`config.mk`:
```
export PLATFORM = sky130hd
export DESIGN_NAME = id_regfile_sb_flat
export DESIGN_NICKNAME = d
export VERILOG_FILES = /design/src/rtl/id_regfile_sb_pkg.sv /design/src/rtl/id_regfile_sb_if.sv /design/src/rtl/id_regfile_sb_counter.sv /design/src/rtl/id_regfile_sb.sv /design/src/flat_wrapper.sv
export SDC_FILE = /design/constraint.sdc
export NUM_CORES = 2
export LEC_CHECK = 0
export ABC_AREA = 1
export CAP_MARGIN = 20
export CELL_PAD_IN_SITES_DETAIL_PLACEMENT = 0
export CELL_PAD_IN_SITES_GLOBAL_PLACEMENT = 1
export CORE_MARGIN = 10
export CORE_UTILIZATION = 42
export DETAILED_ROUTE_END_ITERATION = 12
export GPL_TIMING_DRIVEN = 0
export PLACE_DENSITY = 0.74
export SKIP_CTS_REPAIR_TIMING = 1
export SLEW_MARGIN = 20
export SYNTH_ARGS = -nofsm -noshare
export SYNTH_HDL_FRONTEND = slang
export SYNTH_SLANG_ARGS = --single-unit
```
`constraint.sdc`:
```
create_clock -name Clk -period 133.4 [get_ports Clk]
set_input_delay 40.02 -clock Clk [delete_from_list [all_inputs] [get_ports Clk]]
set_output_delay 40.02 -clock Clk [all_outputs]
set_load 0.005 [all_outputs]
```
`src/rtl/id_regfile_sb_pkg.sv`:
```
// Shared constants for the ID-stage register file and scoreboard.
// Also provides the slice macro for the flattened multi-port buses.
package id_regfile_sb_pkg;

   localparam int DEF_DATA_W = 32;
   localparam int DEF_ADDR_W = 5;
   localparam int DEF_NUM_RD = 2;
   localparam int DEF_PEND_W = 2;
   localparam int REG_ZERO   = 0;

   // Largest value a pending-write counter of the given width can hold.
   function automatic int pend_max(input int pend_w);
      return (1 << pend_w) - 1;
   endfunction

endpackage

`ifndef IDRF_SLICE
`define IDRF_SLICE(bus, idx, w) bus[(idx)*(w) +: (w)]
`endif

```
`src/rtl/id_regfile_sb_if.sv`:
```
// Decode/writeback-facing bundle of the ID-stage register file.
// The master side is decode plus writeback; the slave side is the register file.
interface id_regfile_sb_if
   import id_regfile_sb_pkg::*;
#(
   parameter int DATA_W = DEF_DATA_W,
   parameter int ADDR_W = DEF_ADDR_W,
   parameter int NUM_RD = DEF_NUM_RD
) ();

   logic [NUM_RD*ADDR_W-1:0] Read_Address_ID;
   logic [NUM_RD*DATA_W-1:0] Read_Data_ID;
   logic [NUM_RD-1:0]        Read_Busy_ID;
   logic                     Issue_Valid_ID;
   logic [ADDR_W-1:0]        Issue_Register_ID;
   logic                     Issue_Ready_ID;
   logic [ADDR_W-1:0]        Write_Register_WB;
   logic [DATA_W-1:0]        Write_Data_WB;
   logic                     RegWrite_WB;
   logic                     Sb_Error;

   modport master (
      output Read_Address_ID,
      output Issue_Valid_ID,
      output Issue_Register_ID,
      output Write_Register_WB,
      output Write_Data_WB,
      output RegWrite_WB,
      input  Read_Data_ID,
      input  Read_Busy_ID,
      input  Issue_Ready_ID,
      input  Sb_Error
   );

   modport slave (
      input  Read_Address_ID,
      input  Issue_Valid_ID,
      input  Issue_Register_ID,
      input  Write_Register_WB,
      input  Write_Data_WB,
      input  RegWrite_WB,
      output Read_Data_ID,
      output Read_Busy_ID,
      output Issue_Ready_ID,
      output Sb_Error
   );

endinterface

```
`src/rtl/id_regfile_sb_counter.sv`:
```
// Per-register pending-write counter: issued-but-uncommitted writes to one register.
// Saturation blocks increment and zero blocks decrement, so the count never wraps.
module id_sb_counter
   import id_regfile_sb_pkg::*;
#(
   parameter int PEND_W = DEF_PEND_W
) (
   input  logic              Clk,
   input  logic              Rst,
   input  logic              inc,
   input  logic              dec,
   output logic [PEND_W-1:0] cnt,
   output logic              sat,
   output logic              zero
);

   localparam logic [PEND_W-1:0] CNT_MAX = PEND_W'(pend_max(PEND_W));

   logic inc_ok;
   logic dec_ok;

   assign sat    = (cnt == CNT_MAX);
   assign zero   = (cnt == '0);
   assign inc_ok = inc && !sat;
   assign dec_ok = dec && !zero;

   // A simultaneous issue and commit cancel out.
   always_ff @(posedge Clk or posedge Rst) begin
      if (Rst) begin
         cnt <= '0;
      end else if (inc_ok && !dec_ok) begin
         cnt <= cnt + PEND_W'(1);
      end else if (dec_ok && !inc_ok) begin
         cnt <= cnt - PEND_W'(1);
      end
   end

endmodule

```
`src/rtl/id_regfile_sb.sv`:
```
// ID-stage register file: NUM_RD combinational reads, one WB write, optional WB->ID bypass,
// and a per-register pending-write scoreboard that drives per-port busy flags and issue ready.
module id_regfile_sb
   import id_regfile_sb_pkg::*;
#(
   parameter int DATA_W = DEF_DATA_W,
   parameter int ADDR_W = DEF_ADDR_W,
   parameter int NUM_RD = DEF_NUM_RD,
   parameter int BYPASS = 1,
   parameter int PEND_W = DEF_PEND_W
) (
   input  logic           Clk,
   input  logic           Rst,
   id_regfile_sb_if.slave rf_if
);

   localparam int                NREG   = 2**ADDR_W;
   localparam logic [ADDR_W-1:0] ZERO_A = ADDR_W'(REG_ZERO);

   logic [DATA_W-1:0] rf      [NREG];
   logic [PEND_W-1:0] cnt     [NREG];
   logic [NREG-1:0]   sat_v;
   logic [NREG-1:0]   zero_v;
   logic              wb_en;
   logic              sb_err;

   assign wb_en = rf_if.RegWrite_WB && (rf_if.Write_Register_WB != ZERO_A);

   // Register 0 has no counter; it looks permanently idle.
   assign cnt[0]    = '0;
   assign sat_v[0]  = 1'b0;
   assign zero_v[0] = 1'b1;

   for (genvar r = 1; r < NREG; r++) begin : g_cnt
      logic inc;
      logic dec;

      assign inc = rf_if.Issue_Valid_ID && rf_if.Issue_Ready_ID
                   && (rf_if.Issue_Register_ID == ADDR_W'(r));
      assign dec = rf_if.RegWrite_WB && (rf_if.Write_Register_WB == ADDR_W'(r));

      id_sb_counter #(
         .PEND_W (PEND_W)
      ) u_cnt (
         .Clk  (Clk),
         .Rst  (Rst),
         .inc  (inc),
         .dec  (dec),
         .cnt  (cnt[r]),
         .sat  (sat_v[r]),
         .zero (zero_v[r])
      );
   end

   // Ready looks only at the stored count, so there is no WB-to-issue timing path.
   assign rf_if.Issue_Ready_ID = (rf_if.Issue_Register_ID == ZERO_A)
                                 || !sat_v[rf_if.Issue_Register_ID];

   always_ff @(posedge Clk or posedge Rst) begin
      if (Rst) begin
         for (int k = 0; k < NREG; k++) begin
            rf[k] <= '0;
         end
      end else if (wb_en) begin
         rf[rf_if.Write_Register_WB] <= rf_if.Write_Data_WB;
      end
   end

   // A commit with nothing pending is a pipeline bookkeeping bug; remember it until reset.
   always_ff @(posedge Clk or posedge Rst) begin
      if (Rst) begin
         sb_err <= 1'b0;
      end else if (wb_en && zero_v[rf_if.Write_Register_WB]) begin
         sb_err <= 1'b1;
      end
   end

   assign rf_if.Sb_Error = sb_err;

   for (genvar i = 0; i < NUM_RD; i++) begin : g_rd
      logic [ADDR_W-1:0] rd_addr;
      logic              wb_hit;

      assign rd_addr = `IDRF_SLICE(rf_if.Read_Address_ID, i, ADDR_W);
      assign wb_hit  = (BYPASS != 0) && !Rst && rf_if.RegWrite_WB
                       && (rf_if.Write_Register_WB == rd_addr);

      assign `IDRF_SLICE(rf_if.Read_Data_ID, i, DATA_W) =
         (rd_addr == ZERO_A) ? '0 :
         wb_hit              ? rf_if.Write_Data_WB :
                               rf[rd_addr];

      // The last outstanding write landing this cycle is forwarded, so it no longer stalls.
      assign rf_if.Read_Busy_ID[i] = (rd_addr != ZERO_A) && !zero_v[rd_addr]
                                     && !(wb_hit && (cnt[rd_addr] == PEND_W'(1)));
   end

endmodule
```
`src/flat_wrapper.sv`:
```
// flat-port wrapper written by rule: the top's interface ports become plain ports
module id_regfile_sb_flat import id_regfile_sb_pkg::*;
#(
   parameter int DATA_W = DEF_DATA_W,
   parameter int ADDR_W = DEF_ADDR_W,
   parameter int NUM_RD = DEF_NUM_RD,
   parameter int BYPASS = 1,
   parameter int PEND_W = DEF_PEND_W
)
  (Clk, Rst, rf_if_Read_Address_ID, rf_if_Issue_Valid_ID, rf_if_Issue_Register_ID, rf_if_Write_Register_WB, rf_if_Write_Data_WB, rf_if_RegWrite_WB, rf_if_Read_Data_ID, rf_if_Read_Busy_ID, rf_if_Issue_Ready_ID, rf_if_Sb_Error);
  id_regfile_sb_if #(.DATA_W(DATA_W), .ADDR_W(ADDR_W), .NUM_RD(NUM_RD)) rf_if_i ();
  input  logic Clk;
  input  logic Rst;
  input wire logic [$bits(rf_if_i.Read_Address_ID)-1:0] rf_if_Read_Address_ID;
  input wire logic [$bits(rf_if_i.Issue_Valid_ID)-1:0] rf_if_Issue_Valid_ID;
  input wire logic [$bits(rf_if_i.Issue_Register_ID)-1:0] rf_if_Issue_Register_ID;
  input wire logic [$bits(rf_if_i.Write_Register_WB)-1:0] rf_if_Write_Register_WB;
  input wire logic [$bits(rf_if_i.Write_Data_WB)-1:0] rf_if_Write_Data_WB;
  input wire logic [$bits(rf_if_i.RegWrite_WB)-1:0] rf_if_RegWrite_WB;
  output wire logic [$bits(rf_if_i.Read_Data_ID)-1:0] rf_if_Read_Data_ID;
  output wire logic [$bits(rf_if_i.Read_Busy_ID)-1:0] rf_if_Read_Busy_ID;
  output wire logic [$bits(rf_if_i.Issue_Ready_ID)-1:0] rf_if_Issue_Ready_ID;
  output wire logic [$bits(rf_if_i.Sb_Error)-1:0] rf_if_Sb_Error;
  assign rf_if_i.Read_Address_ID = rf_if_Read_Address_ID;
  assign rf_if_i.Issue_Valid_ID = rf_if_Issue_Valid_ID;
  assign rf_if_i.Issue_Register_ID = rf_if_Issue_Register_ID;
  assign rf_if_i.Write_Register_WB = rf_if_Write_Register_WB;
  assign rf_if_i.Write_Data_WB = rf_if_Write_Data_WB;
  assign rf_if_i.RegWrite_WB = rf_if_RegWrite_WB;
  assign rf_if_Read_Data_ID = rf_if_i.Read_Data_ID;
  assign rf_if_Read_Busy_ID = rf_if_i.Read_Busy_ID;
  assign rf_if_Issue_Ready_ID = rf_if_i.Issue_Ready_ID;
  assign rf_if_Sb_Error = rf_if_i.Sb_Error;
  id_regfile_sb #(.DATA_W(DATA_W), .ADDR_W(ADDR_W), .NUM_RD(NUM_RD), .BYPASS(BYPASS), .PEND_W(PEND_W)) u_core (.Clk(Clk), .Rst(Rst), .rf_if(rf_if_i));
endmodule
```
; ---- Yosys cells after proc, flatten, opt, wreduce, memory -nomap -nowiden
; Index checks and enable logic that the tools add are counted.
[word_totals]
reg_bits = 1087
out_inout_bits = 68
elab_cells = 721
[classes]
add_sub_neg = 62
magnitude_cmp = 8
n_eq_ne = 97
n_mux = 89
n_bitwise = 3
n_reduce_logical = 398
[ops]
columns = operator, count
row1 = $bwmux 1024, 1
row2 = $bmux 32 s5, 2
row3 = $mux 32, 9
row4 = $logic_and 1x1->1, 199
row5 = $demux 32 s5, 1
row6 = $eq 5x5->1 const B, 32
row7 = $mux 2, 66
row8 = $logic_not 1->1, 130
row9 = $eq 5x4->1 const B, 16
row10 = $add 2x1->2 const B, 31
row11 = $eq 2x2->1 const B, 31
row12 = $logic_not 2->1, 31
row13 = $reduce_bool 2->1, 31
row14 = $sub 2x1->2 const B, 31
row15 = $eq 5x3->1 const B, 8
row16 = $lt 5x6->1 const B, 4
row17 = $bmux 1 s5, 4
row18 = $bmux 2 s5, 2
row19 = $eq 5x2->1 const B, 4
row20 = $ge 6x6->1 const B, 3
row21 = $not 5->6, 3
row22 = $logic_not 5->1, 3
row23 = $reduce_bool 5->1, 3
row24 = $eq 5x1->1 const B, 2
row25 = 5 further kinds, 10

; ---- Depth between registers and ports, before layout
[logic_depth]
word_depth = 12
ltp_mapped = 17
ltp_nobuf = 15

; ---- Hierarchy
; A second synthesis with hierarchy kept.
[unflattened]
hier_cells = 9716
area_unflattened_um2 = 64505.6
[modules_own_cells]
columns = mod, n_inst, cells_each, area_per_inst_um2
row1 = id_regfile_sb, 1, 8941, 59812.4
row2 = id_sb_counter, 31, 25, 151.4

; ---- Worst setup path before layout
; No wires, ideal clock.
[synth_timing]
path_kind = input to output
start = input port Rst
end = output port rf_if_Read_Data_ID[10]
t_arrival_ns = 64.602
required_time_ns = 93.380
slack_ns = 28.778
cell_stages = 7
n_path_buf = 2
path_cell_list = inv_1 -> nand2_1 -> nor3_1 -> nand3_1 -> buf_2 -> clkbuf_1 -> a21oi_1
[synth_between]
elab_chain_len = 5
[synth_lines]
columns = element, line
row1 = from (decl), flat_wrapper.sv:13  ; input logic Rst;
row2 = $logic_not 1->1 (no source line), --
row3 = $logic_and 1x1->1, id_regfile_sb.sv:85  ; assign wb_hit = (BYPASS != 0) && !Rst && rf_if.RegWrite_WB
row4 = $logic_and 1x1->1, id_regfile_sb.sv:86  ; && (rf_if.Write_Register_WB == rd_addr);
row5 = $mux 32, id_regfile_sb.sv:90  ; wb_hit ? rf_if.Write_Data_WB :
row6 = $mux 32, id_regfile_sb.sv:89  ; (rd_addr == ZERO_A) ? '0 :
row7 = to (decl), flat_wrapper.sv:20  ; output wire logic [$bits(rf_if_i.Read_Data_ID)-1:0] rf_if_Read_Data_ID;
; Every way passes these cells.

; ---- Worst setup path in the final report
[layout_timing]
start = input port Rst
end = output port rf_if_Read_Data_ID[58]
; The elaborated chain is that of the path after synthesis.

==> flow_results.org <==
** Run status
- The flow ran to the end, and the final reports show no timing, DRC or antenna violations.

** Hold path
- Count of cells along the worst hold path :: 1
- The min-delay analysis places its worst path in the category reg2reg.

** Worst setup path
- For this design, the slowest cell found on the critical path is sky130_fd_sc_hd__a21oi_1.
- STA classifies the critical path startpoint as an input pin.
- Ordered cell list for the critical path :: clkdlybuf4s50_1, inv_8, buf_16, buf_16, nand2_1, nor3_1, nand3b_1, buf_2, clkbuf_1, a21oi_1, clkdlybuf4s50_1
- Data required time at the worst endpoint :: 93.38 ns
- Setup CP Type :: in2out
- The worst register-to-register path has a depth of 14.
- STA classifies the critical path endpoint as an output pin.
- Largest fanout of any net on the critical path :: 91
- Data on the critical path arrives at its endpoint at 44.76 ns.
- Slowest cell delay on critical path :: 0.98 ns

** Die
- Row Count :: 144
- Die area :: 172000 um2
- The initial utilization of the core area, before any placement, comes to 42.3%.
- Width of the chip :: 414 um
- Die span in y :: 414 um
- Io pins :: 124
- The core region is 154000 um2.

** Placed design
- Final weighted congestion in routability-driven placement :: 1.06
- Buffers placed on the I/O ports in this run total 108.
- Once detailed placement completed, the half-perimeter wirelength came to 306000 um.

** GRT
- Global routing used 43.8% of the available tracks across all layers.
- Global-route wire length before repair :: 536000 um
- The initial antenna violation count is 28.
- Total global routing overflow :: 0
- The number of global-route vias before repair is 68300.
- Entering global routing, the biggest net connects 103 pins.

** Routing
- In this run, the number of DRC markers left after iteration 0 of detailed routing was 12100.
- Detailed-router iteration count before antenna repair :: 10
- Total length of routed met3 wires :: 52100 um
- Remaining routing DRC violations :: 0
- Wire length on met1 :: 149000 um
- Routed length per instance :: 33.1 um
- The routed layout has 73600 vias.
- Highest metal layer with signal wires :: met5
- Detailed route wirelength on metal2 :: 160000 um
- Detailed Route WL :: 394000 um
- In the routed layout, each cell is associated on average with a via count of 6.18.
- The count of nets left with antenna violations once routing finished came out at 0.

** Pwr
- VDD sags by at most 0.0136 mV.
- Power density normalized to cell area :: 15.6 nW/um2
- Total power after layout :: 1.16 mW
- Reported leakage power :: 34.6 nW

** Logic synthesis
- The synthesized design devotes to its leading area cell type 41.7% of total area.
- Post-Synthesis Cell Area :: 65200 um2
- The netlist uses 37 different library cells.
- In the synthesized netlist the dominant register cell turns out to be sky130_fd_sc_hd__dfrtp_1.
- Top post-synthesis cells by area :: sky130_fd_sc_hd__dfrtp_1 42%, sky130_fd_sc_hd__nand2_1 18%, sky130_fd_sc_hd__o21ai_0 8.2%, sky130_fd_sc_hd__nand3_1 7.0%, sky130_fd_sc_hd__inv_1 4.9%
- A synthesized cell averages 6.89 um2.
- Post-synth EDFFs :: 0
- Yosys warns :: 0
- Synthesis handed over a netlist of 9470 instances.
- Sequential elements use 41.7% of the synthesized area.
- In this run, synthesis produced a sequential element count of 1087.
- After synthesis, the share of flip-flops with an asynchronous set or reset is 100%.
- sky130_fd_sc_hd__dfrtp_1 takes more of the synthesized area than any other cell.
- Syn_nets :: 9557

** CTS
- Clock latency on the worst-skew pair, taken at its later pin, is 0.82 ns.
- Clk pin slew, worst setup/hold paths :: 0.05 ns
- Clock H-tree levels :: 4
- TritonCTS built the clock tree.
- The cell sitting at the root of the clock tree is a sky130_fd_sc_hd__clkbuf_16.
- In this run, CTS created clock tree buffers numbering 135.
- For this design, the sink count on the clock tree is 1087.
- No sink is reached through more buffers than the 3 on the longest clock path.

** Timing
- Final-layout setup total negative slack :: 0 ns
- Based on the critical path, the design can be clocked at up to 0.0118 GHz.
- Number of failing setup endpoints in the final timing report :: 0
- Final-report max-slew violation count :: 0
- Final critical delay including setup and external delays :: 84.78 ns
- On the final layout, the worst clock skew is 0.0160 ns.
- Share of the clock period used by the worst path after layout :: 63.6%
- Worst hold slack :: 0.453 ns
- Worst slew margin relative to its limit :: 10.1%
- Setup repair after global routing missed its margin :: no
- For the pin with the worst max-slew slack, the measured transition is 1.35 ns.
- Count of final hold-check violations :: 0

** Final layout
- Cells with a size suffix above 1 make up 7.71% of the layout.
- Area growth from synthesis to final layout :: 13.3%
- Leading cell type in the layout, fill and taps excluded :: sky130_fd_sc_hd__nand2_1
- Number of nets at the end of the flow :: 9816
- The library cells used most frequently in the layout, excluding fill and tap cells, are 3109 x sky130_fd_sc_hd__nand2_1, 1087 x sky130_fd_sc_hd__dfrtp_1, 1071 x sky130_fd_sc_hd__o21ai_0.

** Job
- Max-cap violations in this run came to 0.
logic make-up (layout without fill, tap and decap cells):
family	count (synthesis)	count (layout)	synth area share, %
AND/OR/NAND/NOR	4407	4407	27.5
AO/OA/AOI/OAI	2186	2186	18.3
buffers and inverters	1694	2055	11.0
flip-flops	1087	1087	41.7
XOR/XNOR	65	65	0.873
adder cells (fa/ha/maj)	31	31	0.595
other	0	22	0
area by class of cell:
| cell class | count | area [um2] |
|---|---|---|
| Fill cell | 16000 | 80300 |
| Antenna cell | 22 | 55.1 |
| Tap cell | 2044 | 2560 |
| Inverter | 878 | 3310 |
| Clock buffer | 192 | 3900 |
| Buffer | 816 | 3910 |
| Timing Repair Buffer | 122 | 1450 |
| Multi-Input combinational cell | 6689 | 30800 |
| Sequential cell | 1087 | 27200 |
| Clock inverter | 47 | 699 |
where the power goes:
part	total, mW	internal, mW	switching, mW
Combinational	0.315	0.0897	0.225
Sequential	0.447	0.405	0.0422
Clock	0.394	0.224	0.170
Total	1.16	0.718	0.437
worst max-delay path: cells and delay by family:
| family | cells | cell delay, ns |
|---|---|---|
| buffers and inverters | 7 | 3.04 |
| AO/OA/AOI/OAI | 1 | 0.98 |
| AND/OR/NAND/NOR | 3 | 0.55 |
Yosys cell counts (6+ instances only):
master / number
sky130_fd_sc_hd__ha_1: 31
sky130_fd_sc_hd__nand3_1: 910
sky130_fd_sc_hd__o21ai_1: 229
sky130_fd_sc_hd__o21ai_0: 1071
sky130_fd_sc_hd__buf_2: 351
sky130_fd_sc_hd__buf_6: 22
sky130_fd_sc_hd__a21oi_1: 476
sky130_fd_sc_hd__clkbuf_1: 341
sky130_fd_sc_hd__nor2_2: 30
sky130_fd_sc_hd__inv_2: 27
sky130_fd_sc_hd__buf_4: 60
sky130_fd_sc_hd__xnor2_1: 34
sky130_fd_sc_hd__dfrtp_1: 1087
sky130_fd_sc_hd__o211ai_1: 402
sky130_fd_sc_hd__buf_1: 39
sky130_fd_sc_hd__xor2_1: 31
sky130_fd_sc_hd__nor3_1: 6
sky130_fd_sc_hd__nor2_1: 329
sky130_fd_sc_hd__nand2_1: 3109
sky130_fd_sc_hd__nor2_4: 9
sky130_fd_sc_hd__inv_1: 846
metal layers:
metal / GRT usage (%) / up-vias
met5: 0 / -
met4: 28.9 / 12
met3: 14.0 / 1349
met2: 63.1 / 5626
met1: 56.2 / 35400
li1: - / 31100
path summary, 6_finish.rpt:
check                                              start                             to  slack (ns)
setup / recovery                                     Rst         rf_if_Read_Data_ID[58]       48.62
hold / removal                            u_core.rf[992]                 u_core.rf[992]        0.45
setup reg to reg           u_core.g_cnt[20].u_cnt.cnt[0]  u_core.g_cnt[19].u_cnt.cnt[1]      130.59
hold reg to reg                           u_core.rf[992]                 u_core.rf[992]        0.45
max in group asynchronous                            Rst                 u_core.rf[528]       90.77
min in group asynchronous                            Rst                 u_core.rf[289]       39.60
through the flow:
stage | area, um2 | std cells | worst slack, ns | utilization (%)
after floorplan | 65200 | 9470 | 28.78 | -
after global placement | 68900 | 11600 | 13.40 | 44.7
after CTS | 73900 | 11900 | 48.51 | 47.9
after detailed placement | 69300 | 11600 | 48.54 | 44.9
final | 73900 | 11900 | 48.62 | 47.9
after global routing | 73900 | 11900 | 48.39 | 47.9
state kept, by name, indices dropped and copies added, names as in the netlist:
name                    flops
u_core.g_cnt.u_cnt.cnt     62
u_core.rf_if.Sb_Error       1
u_core.rf                1024
No activity file was read; power rests on OpenSTA's default activity.
